### config.mk
export PLATFORM = sky130hd
export DESIGN_NAME = ub_affine_schedule_ctrl
export DESIGN_NICKNAME = d
export VERILOG_FILES = /design/src/rtl/ub_affine_schedule_ctrl.sv
export SDC_FILE = /design/constraint.sdc
export NUM_CORES = 1
export LEC_CHECK = 0
export CORE_UTILIZATION = 25
export CTS_CLUSTER_DIAMETER = 120
export DETAILED_ROUTE_END_ITERATION = 8
export DONT_BUFFER_PORTS = 1
export GPL_TIMING_DRIVEN = 0
export PLACE_DENSITY = 0.34
export SLEW_MARGIN = 30
export SYNTH_ARGS = -nofsm -noshare
export SYNTH_HDL_FRONTEND = slang
export SYNTH_SLANG_ARGS = --single-unit
### constraint.sdc
create_clock -name clk -period 4.03 [get_ports clk]
set_input_delay 0.403 -clock clk [delete_from_list [all_inputs] [get_ports clk]]
set_output_delay 0.403 -clock clk [all_outputs]
set_load 0.02 [all_outputs]
### src/rtl/ub_affine_schedule_ctrl.sv
// rtl/ub_affine_schedule_ctrl.sv - affine-schedule loop-nest sequencer driving one unified-buffer port
module ub_affine_schedule_ctrl #(
    parameter int W           = 16,
    parameter int EXT_0       = 1,
    parameter int EXT_1       = 1,
    parameter int EXT_2       = 64,
    parameter int EXT_3       = 64,
    parameter int START_DELAY = 0,
    parameter int II          = 1
) (
    input  logic                clk,
    input  logic                rst,
    input  logic                flush,
    input  logic                start,
    input  logic                stall,
    output logic                en,
    output logic [3:0][W-1:0]   ctrl_vars,
    output logic                busy,
    output logic                done
);

    if (EXT_0 < 1 || EXT_1 < 1 || EXT_2 < 1 || EXT_3 < 1 || II < 1) begin : g_bad_range
        $error("ub_affine_schedule_ctrl: extents and II must be at least 1");
    end
    if (longint'(EXT_0) > (longint'(1) << W) || longint'(EXT_1) > (longint'(1) << W) ||
        longint'(EXT_2) > (longint'(1) << W) || longint'(EXT_3) > (longint'(1) << W)) begin : g_bad_width
        $error("ub_affine_schedule_ctrl: an extent does not fit in W bits");
    end

    localparam int DW = (START_DELAY > 1) ? $clog2(START_DELAY) : 1;
    localparam int IW = (II > 1) ? $clog2(II) : 1;
    localparam logic [DW-1:0] DLY_LAST = DW'((START_DELAY > 0) ? START_DELAY - 1 : 0);
    localparam logic [IW-1:0] II_LAST  = IW'(II - 1);
    localparam logic [3:0][W-1:0] LAST = {W'(EXT_3 - 1), W'(EXT_2 - 1), W'(EXT_1 - 1), W'(EXT_0 - 1)};

    typedef enum logic [1:0] {S_IDLE, S_DELAY, S_RUN, S_DONE} state_t;

    state_t              state, state_nx;
    logic [DW-1:0]       dly_cnt, dly_nx;
    logic [IW-1:0]       ii_cnt, ii_nx;
    logic [3:0][W-1:0]   cv_nx, cv_inc;
    logic                last_iter;

    assign en   = (state == S_RUN) && (ii_cnt == '0) && !stall;
    assign busy = (state == S_DELAY) || (state == S_RUN);
    assign done = (state == S_DONE);

    // Odometer increment: innermost index [3] first; a carry surviving past [0] marks the final iteration.
    always_comb begin
        logic carry;
        cv_inc = ctrl_vars;
        carry  = 1'b1;
        for (int k = 3; k >= 0; k--) begin
            if (carry) begin
                if (ctrl_vars[k] == LAST[k]) begin
                    cv_inc[k] = '0;
                end else begin
                    cv_inc[k] = ctrl_vars[k] + W'(1);
                    carry     = 1'b0;
                end
            end
        end
        last_iter = carry;
    end

    always_comb begin
        state_nx = state;
        dly_nx   = dly_cnt;
        ii_nx    = ii_cnt;
        cv_nx    = ctrl_vars;
        case (state)
            S_IDLE: begin
                cv_nx = '0;
                if (start) begin
                    if (START_DELAY == 0) begin
                        state_nx = S_RUN;
                    end else begin
                        state_nx = S_DELAY;
                        dly_nx   = '0;
                    end
                end
            end
            S_DELAY: begin
                if (!stall) begin
                    if (dly_cnt == DLY_LAST) begin
                        state_nx = S_RUN;
                        dly_nx   = '0;
                    end else begin
                        dly_nx = dly_cnt + DW'(1);
                    end
                end
            end
            S_RUN: begin
                if (en) begin
                    cv_nx = cv_inc;
                    ii_nx = (II > 1) ? IW'(1) : '0;
                    if (last_iter) begin
                        state_nx = S_DONE;
                        ii_nx    = '0;
                    end
                end else if (ii_cnt != '0 && !stall) begin
                    ii_nx = (ii_cnt == II_LAST) ? '0 : ii_cnt + IW'(1);
                end
            end
            S_DONE: begin
                state_nx = S_IDLE;
                ii_nx    = '0;
            end
            default: state_nx = S_IDLE;
        endcase
        if (flush) begin
            state_nx = S_IDLE;
            dly_nx   = '0;
            ii_nx    = '0;
            cv_nx    = '0;
        end
    end

    always_ff @(posedge clk) begin
        if (rst) begin
            state     <= S_IDLE;
            dly_cnt   <= '0;
            ii_cnt    <= '0;
            ctrl_vars <= '0;
        end else begin
            state     <= state_nx;
            dly_cnt   <= dly_nx;
            ii_cnt    <= ii_nx;
            ctrl_vars <= cv_nx;
        end
    end

endmodule

Word level (Yosys, flattened, before mapping). Index checks and enable logic that the tools add are counted.

$add $sub $neg: 6. $mul: 0. Divide/modulo/power cells: 0. $lt $le $gt $ge: 0. Equal/unequal tests: 14. Shift-type cells: 0. Multiplexer cells: 27. Bitwise logic cells: 2. Reductions and logical operators: 18.

Operators with widths (number): $pmux W64 S2 (1); $mux W16 (7); $add A16 B1 Y16 const B (4); $mux W64 (1); $eq A16 B6 Y1 const B (2); $logic_not A16 Y1 (2); $mux W1 (11); $mux W2 (5); $ne A2 B2 Y1 const B (5); $reduce_and A3 Y1 (3); $pmux W2 S4 (1); $ne A2 B1 Y1 const B (3); $reduce_and A2 Y1 (3); $reduce_and A5 Y1 (1); $eq A2 B2 Y1 const B (2); $reduce_bool A2 Y1 (2); $logic_and A1 B1 Y1 (3); $ne A3 B2 Y1 const B (1); $add A1 B1 Y1 const B (2); $eq A2 B1 Y1 const B (1); $logic_not A2 Y1 (1); $not A1 Y1 (2); $pmux W1 S2 (1); $reduce_or A2 Y1 (1); 2 further kinds (2).

Bits in registers: 68. Bits in latches: 0. RAM bits: 0. Memory bits (read-only): 0. Input bits: 5. Logic and storage cells: 74. Memories kept: 0.

Depth between registers and ports, before layout. Gate-level depths: netlist of run 1.

Depth in word-level cells: 8. Depth in mapped cells: 9. Mapped depth without buffers: 9.

Least setup slack after synthesis of run 1. Ideal clock, no wire load.

Path kind: register to register. From: register ctrl_vars[48] (netlist name). To: register ctrl_vars[6] (netlist name). Library setup time: 0.070 ns. Arrival time: 2.416 ns. Required time: 3.960 ns. Slack: 1.543 ns. Cell stages (with the launch flop): 8. Buffers on the path: 0. Cell sequence: dfxtp_1 > ha_1 > and4_1 > and4_4 > nand2_2 > or4_4 > or4_1 > a21oi_1.

Word-level cells in the longest chain between the ends: 6.

RTL lines: from (decl) (line 17) `output logic [3:0][W-1:0] ctrl_vars,`; from (signal assigned) (line 129) `ctrl_vars <= cv_nx;`; $eq A16 B6 Y1 (line 55) `if (ctrl_vars[k] == LAST[k]) begin`; $mux W1 (line 55); $mux W1 (2 in a row) (line 54) `if (carry) begin`; $ne A2 B1 Y1 (no source line); $reduce_and A3 Y1 (no source line).

No other way between the ends. A chain may end at the register's enable or synchronous reset.

Worst setup path after layout of run 1.
From: register ctrl_vars[48] (netlist name). To: register ctrl_vars[10] (netlist name).

The elaborated chain is that of the path after synthesis.

==> flow_summary.toml, run 1 <==
[outcome]
status = "completed"

[synth]
synth_fp_nets = 460
yosysWarningCount = 0
proportion_of_synthesized_chip_area_in_sequential_cells = 0.3722
postSynth.asyncResetShare = 0
synthesis.instances = 444
synthesis.area_per_instance_um2 = 7.995
netlist_area_mm2 = 0.003550
synth_edf_count = 0
synthDistinctLibCells = 53
flop_and_latch_count_out_of_synthesis = 66
synth-main-ff-cell = "dfxtp_1"

[power_and_ir_drop]
power.density_mw_per_mm2 = 403.3
power.ir.vdd_worst_mv = 0.1715
cellLeakagePower_nw = 1.364

[sta]
slew-limit-headroom = 0.4716
finalClockSkew_ns = 0.005703
layout_min_cycle_time_ns = 3.038
grt_setup_unrepaired = "false"
drv_slew = 0
fin_tns_setup_ns = 0
finalHoldViolations = 0
fin_crit_sh = 0.7538
fmaxAchievable_mhz = 329.2
max_slew.worst_pin.slew_ns = 0.7896
setup_viol = 0

[die]
start_util = 0.2557
die_area_mm2 = 0.01468
core-area_mm2 = 0.01388
top_level_ports = 72
die-width_um = 121.2
num_rows = 43
die_y_um = 121.2

[setup_path]
standard_cell_with_the_maximum_stage_delay_on_the_critical_path = "or4_1"
critical_path_class = "register to register"
timing.critical_path.required_ns = 4.25
setup.worst_path.end_class = "register"
worst-path-max-fanout = 9
worst-endpoint-arrival_ns = 3.26
worst-path-buf-inv = 1
crit_family = "simple AND/OR/NAND/NOR gates"
path_cells = "ha_1, and4_1, nand4_1, or4_1, and2_1, clkbuf_1, o21ai_0, o21ai_1"
cpPeakStageDelay_ns = 0.75
critical_path.startpoint_type = "register"

[routing]
drt_first_iter_violations = 125
wl_per_cell_um = 17.55
sum_of_met3_wire_segment_lengths_after_detailed_routing_um = 820
number_of_vias_in_the_routed_layout = 3351
route.antenna.remaining_nets = 0
routed.top_layer = "met4"
finalWirelength_um = 11250
routed-wl-met2_um = 4947
drt-pass1-iter-count = 4
via_per_inst = 5.228
wirelength_met1_um = 5303
post_route_drc_violation_count = 0

[layout]
final_nets = 471
most-common-layout-cells = "66 x dfxtp_1, 56 x nor2_1, 36 x nand2_1, 28 x a21oi_1"
layout.cell_area.non_filler_mm2 = 0.004135
drive_gt1_frac = 0.06087
area_growth_syn_to_layout_pct = 16.50
layout_commonest_cell = "dfxtp_1"

[clock_tree]
post_cts.resized_instances = 0
insertion_delay_ns = 0.34
cts.clk_slew.worst_paths_ns = 0.06
postCtsHoldBufs = 0
clock_tree.root_cell = "clkbuf_16"
clk_path_buf_depth = 2
clock_sink_count = 66
cts_inserted_buffers = 9
clock_tree_from_tritoncts = "yes"
postCtsSetupRepairBufs = 0
h_tree_depth = 3

[hold_path]
hold_class = "primary input to register"

[placed_design]
post_dp_cell_area_mm2 = 0.003775
io_buffers = 0
gp_congestion = 0.7610
place_hpwl_um = 8124

[global_routing]
grt_max_degree = 12
grt.overflow.total = 0
grt_pass1_wl_um = 18050
grtUsageTotal = 0.1607
first_global_vias = 3181
antenna_found_initial = 1

[flow_run]
maxCapViolCount = 0
-- cell usage after synthesis, types with 2 or more instances --
cell type | instances | area [µm²]
a41oi_1 | 5 | 43.79
nand3_1 | 21 | 105.1
buf_2 | 2 | 10.01
or3_1 | 4 | 25.02
nor3b_1 | 4 | 30.03
nor4_1 | 10 | 62.56
xnor2_1 | 7 | 61.31
xor2_1 | 16 | 140.1
nand2_1 | 36 | 135.1
a31oi_1 | 9 | 56.30
and2_1 | 6 | 37.54
nand4_1 | 21 | 131.4
nor2_1 | 56 | 210.2
a21oi_1 | 28 | 140.1
a311oi_1 | 3 | 26.28
nand2b_1 | 7 | 43.79
a21o_1 | 2 | 15.01
o21ai_1 | 13 | 65.06
or4_1 | 5 | 37.54
nor3_1 | 14 | 70.07
and3_1 | 14 | 87.58
dfxtp_1 | 66 | 1321
nor2b_1 | 3 | 18.77
o21ai_0 | 18 | 90.09
and4_1 | 7 | 61.31
clkbuf_1 | 12 | 45.04
or3b_1 | 2 | 17.52
ha_1 | 11 | 137.6
nor4b_1 | 2 | 17.52
o31ai_1 | 6 | 45.04
a22oi_1 | 3 | 22.52
inv_1 | 10 | 37.54
-- worst min-delay path, delay by kind of cell --
family / cells / cell delay (ns)
and+or+nand+nor: 3 / 0.14
-- metrics by stage --
step                      total power, W    util  hold slack [ns]  setup WS, ns  instances
after global placement         0.0007399  0.2719           0.5773        0.9591        624
final                           0.001668  0.2979           0.2587        0.9922        641
after CTS                       0.001696  0.2974           0.2396        0.9253        640
after detailed placement       0.0007395  0.2719           0.5824        0.9429        624
after global routing            0.001727  0.2977           0.2846        0.6718        640
after floorplan                0.0007139       -           0.5206         1.543        444
-- flip-flops by register name (all words and copies together), names as in the netlist --
| name | flops |
|---|---|
| ctrl_vars | 64 |
| state | 2 |
-- cell type report --
type | count | area, µm²
inverter | 11 | 41.29
antenna | 1 | 2.502
buffer | 15 | 66.31
fill | 1520 | 9746
multi-input combinational | 352 | 2126
tap | 180 | 225.2
clock inverter | 5 | 100.1
clock buffer | 11 | 252.7
sequential | 66 | 1321
-- worst paths after layout --
| kind | from | endpoint | slack [ns] | cells after the start |
|---|---|---|---|---|
| worst min register to register | state[1] | state[1] | 0.58 | 2 |
| worst max register to register | ctrl_vars[48] | ctrl_vars[10] | 0.99 | 8 |
| worst max-delay path | ctrl_vars[48] | ctrl_vars[10] | 0.99 | 8 |
| worst min-delay path | stall | state[1] | 0.26 | 3 |
-- kinds of logic after synthesis --
| family | count (synthesis) | share of synthesized area |
|---|---|---|
| simple gates | 223 | 0.3391 |
| compound gates | 94 | 0.1600 |
| flops | 66 | 0.3722 |
| buf+inv | 26 | 0.03031 |
| xor+xnor | 23 | 0.05675 |
| fa+ha+maj | 11 | 0.03877 |
| mux | 1 | 0.002820 |
-- per-layer routing --
metal	vias up	track usage
li1	1673	-
met1	1587	0.2102
met2	81	0.2393
met3	10	0.05357
met4	0	0.06790
met5	-	0
-- report_power, final --
| group | leakage, nW | switching (W) | total [W] | internal (W) |
|---|---|---|---|---|
| clock | 0.176 | 0.000307 | 0.000943 | 0.000636 |
| sequential | 0.531 | 0.00000163 | 0.000655 | 0.000653 |
| combinational | 0.658 | 0.0000562 | 0.0000702 | 0.0000140 |
| total | 1.36 | 0.000365 | 0.00167 | 0.00130 |
(Power assumes the default switching activity.)
==> run 2: changes to the inputs <==
--- a/config.mk
+++ b/config.mk
@@ -5,6 +5,7 @@
 export SDC_FILE = /design/constraint.sdc
 export NUM_CORES = 1
 export LEC_CHECK = 0
+export ABC_AREA = 1
 export CORE_UTILIZATION = 25
 export CTS_CLUSTER_DIAMETER = 120
 export DETAILED_ROUTE_END_ITERATION = 8
==> constraint.sdc (replaced) <==
create_clock -name clk -period 2.87 [get_ports clk]
set_input_delay 0.287 -clock clk [delete_from_list [all_inputs] [get_ports clk]]
set_output_delay 0.287 -clock clk [all_outputs]
set_load 0.02 [all_outputs]
==> flow_summary.toml, run 2 <==
[outcome]
status = "completed"

[layout]
final_nets = 751
layout_commonest_cell = "nand2_1"
number_of_flip_flops_in_the_largest_register = 64
regMostFlops = "ctrl_vars"
insertedDiodeCount = 0
area_growth_syn_to_layout_pct = 13.75
layout.cell_area.non_filler_mm2 = 0.004980
drive_gt1_frac = 0.06081
top_regs = "ctrl_vars: 64 flops, state: 2 flops"
most-common-layout-cells = "207 x nand2_1, 138 x nor2_1, 68 x nand3_1, 66 x dfxtp_1, 64 x inv_1"

[synth]
synth-xor-area-share = 0.03001
postSynth.asyncResetShare = 0
flop_and_latch_count_out_of_synthesis = 66
post_synth_mux_area_share = 0
combinational_family_with_the_most_area_after_synthesis = "simple AND/OR/NAND/NOR gates"
synthesis.area_per_instance_um2 = 6.047
yosysWarningCount = 0
synth-main-ff-cell = "dfxtp_1"
synthDistinctLibCells = 37
synth-adder-area-share = 0.03144
synth_edf_count = 0
proportion_of_synthesized_chip_area_in_sequential_cells = 0.3018
synth.top_cells.by_count = "207 x nand2_1, 138 x nor2_1, 68 x nand3_1"
post_synth_main_area_contributors = "dfxtp_1 30%, nand2_1 18%, nor2_1 12%, nand3_1 7.8%, a21oi_1 5.9%"
synth_simple_gate_area_frac = 0.4647
synth_fp_nets = 740
netlist_area_mm2 = 0.004378
synth_top_area_share = 0.3018
synth.most_common_cell = "nand2_1"
synthesis.instances = 724
synth_compound_gate_area_share = 0.09174
post-synth-top-area-cell = "dfxtp_1"

[sta]
fin_tns_setup_ns = 0
slew-limit-headroom = 0.4881
finalHoldViolations = 0
layout_min_cycle_time_ns = 2.309
finalWorstSetupSlack_ns = 0.5612
setup_viol = 0
fin_crit_sh = 0.8045
fmaxAchievable_mhz = 433.1
max_slew.worst_pin.slew_ns = 0.7678
grt_setup_unrepaired = "false"
drv_slew = 0
finalClockSkew_ns = 0.008338

[global_routing]
grt_pass1_wl_um = 23250
antenna_found_initial = 0
grtUsageTotal = 0.1690
grt.overflow.total = 0
first_global_vias = 4282
grt_max_degree = 12

[die]
top_level_ports = 72
start_util = 0.2549
core-area_mm2 = 0.01718
die_area_mm2 = 0.01804
die-width_um = 134.3
num_rows = 48
die_y_um = 134.3

[routing]
post_route_drc_violation_count = 0
number_of_vias_in_the_routed_layout = 4507
wl_per_cell_um = 15.32
drt-pass1-iter-count = 4
route.antenna.remaining_nets = 0
drt_first_iter_violations = 197
finalWirelength_um = 14790
via_per_inst = 4.670

[setup_path]
critical_path.startpoint_type = "register"
timing.critical_path.mode_cell = "clkbuf_1"
r2r_cells = 8
critical_path_class = "register to register"
cp-startpoint = "state[0]"
ff2ff_setup_slack_ns = 0.56
timing.critical_path.required_ns = 3.07
cpPeakStageDelay_ns = 0.55
setup.worst_path.end_class = "register"
path_cells = "inv_1, ha_1, inv_2, clkbuf_1, clkbuf_1, nor2_1, nand2_1, a21oi_1"
worst-endpoint-arrival_ns = 2.51
standard_cell_with_the_maximum_stage_delay_on_the_critical_path = "clkbuf_1"
worst-path-max-fanout = 10
critical_path.reg2reg.endpoint = "ctrl_vars[3]"
critical_path.reg2reg.startpoint = "state[0]"
timing.critical_path.to = "ctrl_vars[3]"

[clock_tree]
insertion_delay_ns = 0.35
clk_path_buf_depth = 2
clock_sink_count = 66
cts_inserted_buffers = 9
h_tree_depth = 3
postCtsSetupRepairBufs = 0
postCtsHoldBufs = 0
cts.clk_slew.worst_paths_ns = 0.06
post_cts.resized_instances = 0
clock_tree_from_tritoncts = "yes"
clock_tree.root_cell = "clkbuf_16"

[power_and_ir_drop]
power.density_mw_per_mm2 = 475.4
power.ir.vdd_worst_mv = 0.2946
cellLeakagePower_nw = 1.735

[placed_design]
post_dp_cell_area_mm2 = 0.004659
gp_congestion = 0.8398
dp_worst_setup_slack_ns = 0.4510
place_hpwl_um = 11220
io_buffers = 0

[hold_path]
hold_class = "primary input to register"

[flow_run]
maxCapViolCount = 0
-- run 2: cell count changes after synthesis, moves of 10 or more --
cell	previous run	this run
nand2_1	36	207
nor2_1	56	138
inv_1	10	64
nand3_1	21	68
a21oi_1	28	52
and3_1	14	1
nor4_1	10	0
-- run 2: final cells by class --
class / count / area, µm²
inverter: 70 / 265.3
clock buffer: 11 / 242.7
sequential: 66 / 1321
buffer: 16 / 86.33
clock inverter: 5 / 77.57
multi-input combinational: 572 / 2705
tap: 225 / 281.5
fill: 2015 / 12200
-- run 2: worst min-delay path by stage --
stage / cells after the start / end / startpoint / slack [ns]
after floorplan: 3 / ctrl_vars[49] / stall / 0.50
after global routing: 3 / ctrl_vars[60] / stall / 0.24
after global placement: 2 / state[0] / state[0] / 0.55
after detailed placement: 2 / state[0] / state[0] / 0.56
after CTS: 3 / ctrl_vars[49] / stall / 0.20
final: 3 / ctrl_vars[49] / stall / 0.21
-- run 2: power breakdown --
part           total (W)  internal (W)  leakage (nW)  switching [W]
Clock            0.00124      0.000782         0.156       0.000453
Combinational   0.000201     0.0000496          1.05       0.000151
Sequential      0.000932      0.000921         0.532      0.0000109
-- run 2: critical path: cells and delay by family, from the launching register on --
family | cells | cell delay [ns]
AO/OA/AOI/OAI | 1 | 0.05
adder cells (fa/ha/maj) | 1 | 0.30
buffers and inverters | 4 | 1.22
flip-flops | 1 | 0.38
AND/OR/NAND/NOR | 2 | 0.20
-- run 2: through the flow --
stage	total power [W]	cells	hold slack, ns	utilization
after floorplan	0.001089	724	0.4992	-
after global placement	0.001161	949	0.5546	0.2713
after detailed placement	0.001162	949	0.5571	0.2713
after CTS	0.002425	965	0.2027	0.2899
after global routing	0.002473	965	0.2425	0.2899
final	0.002367	965	0.2060	0.2899
-- run 2: routing by layer --
layer / up-vias / track usage / part of all wire
met5: - / 0 / 0
met4: 0 / 0.06429 / 0.016
met3: 14 / 0.04611 / 0.059
met2: 82 / 0.2830 / 0.47
met1: 2064 / 0.2053 / 0.45
li1: 2347 / - / -
-- run 2: cell families (layout without fill, tap and decap cells) --
family | Yosys count | count (layout)
buf+inv | 86 | 102
flops | 66 | 66
compound gates | 75 | 75
fa+ha+maj | 11 | 11
simple gates | 471 | 471
xor+xnor | 15 | 15
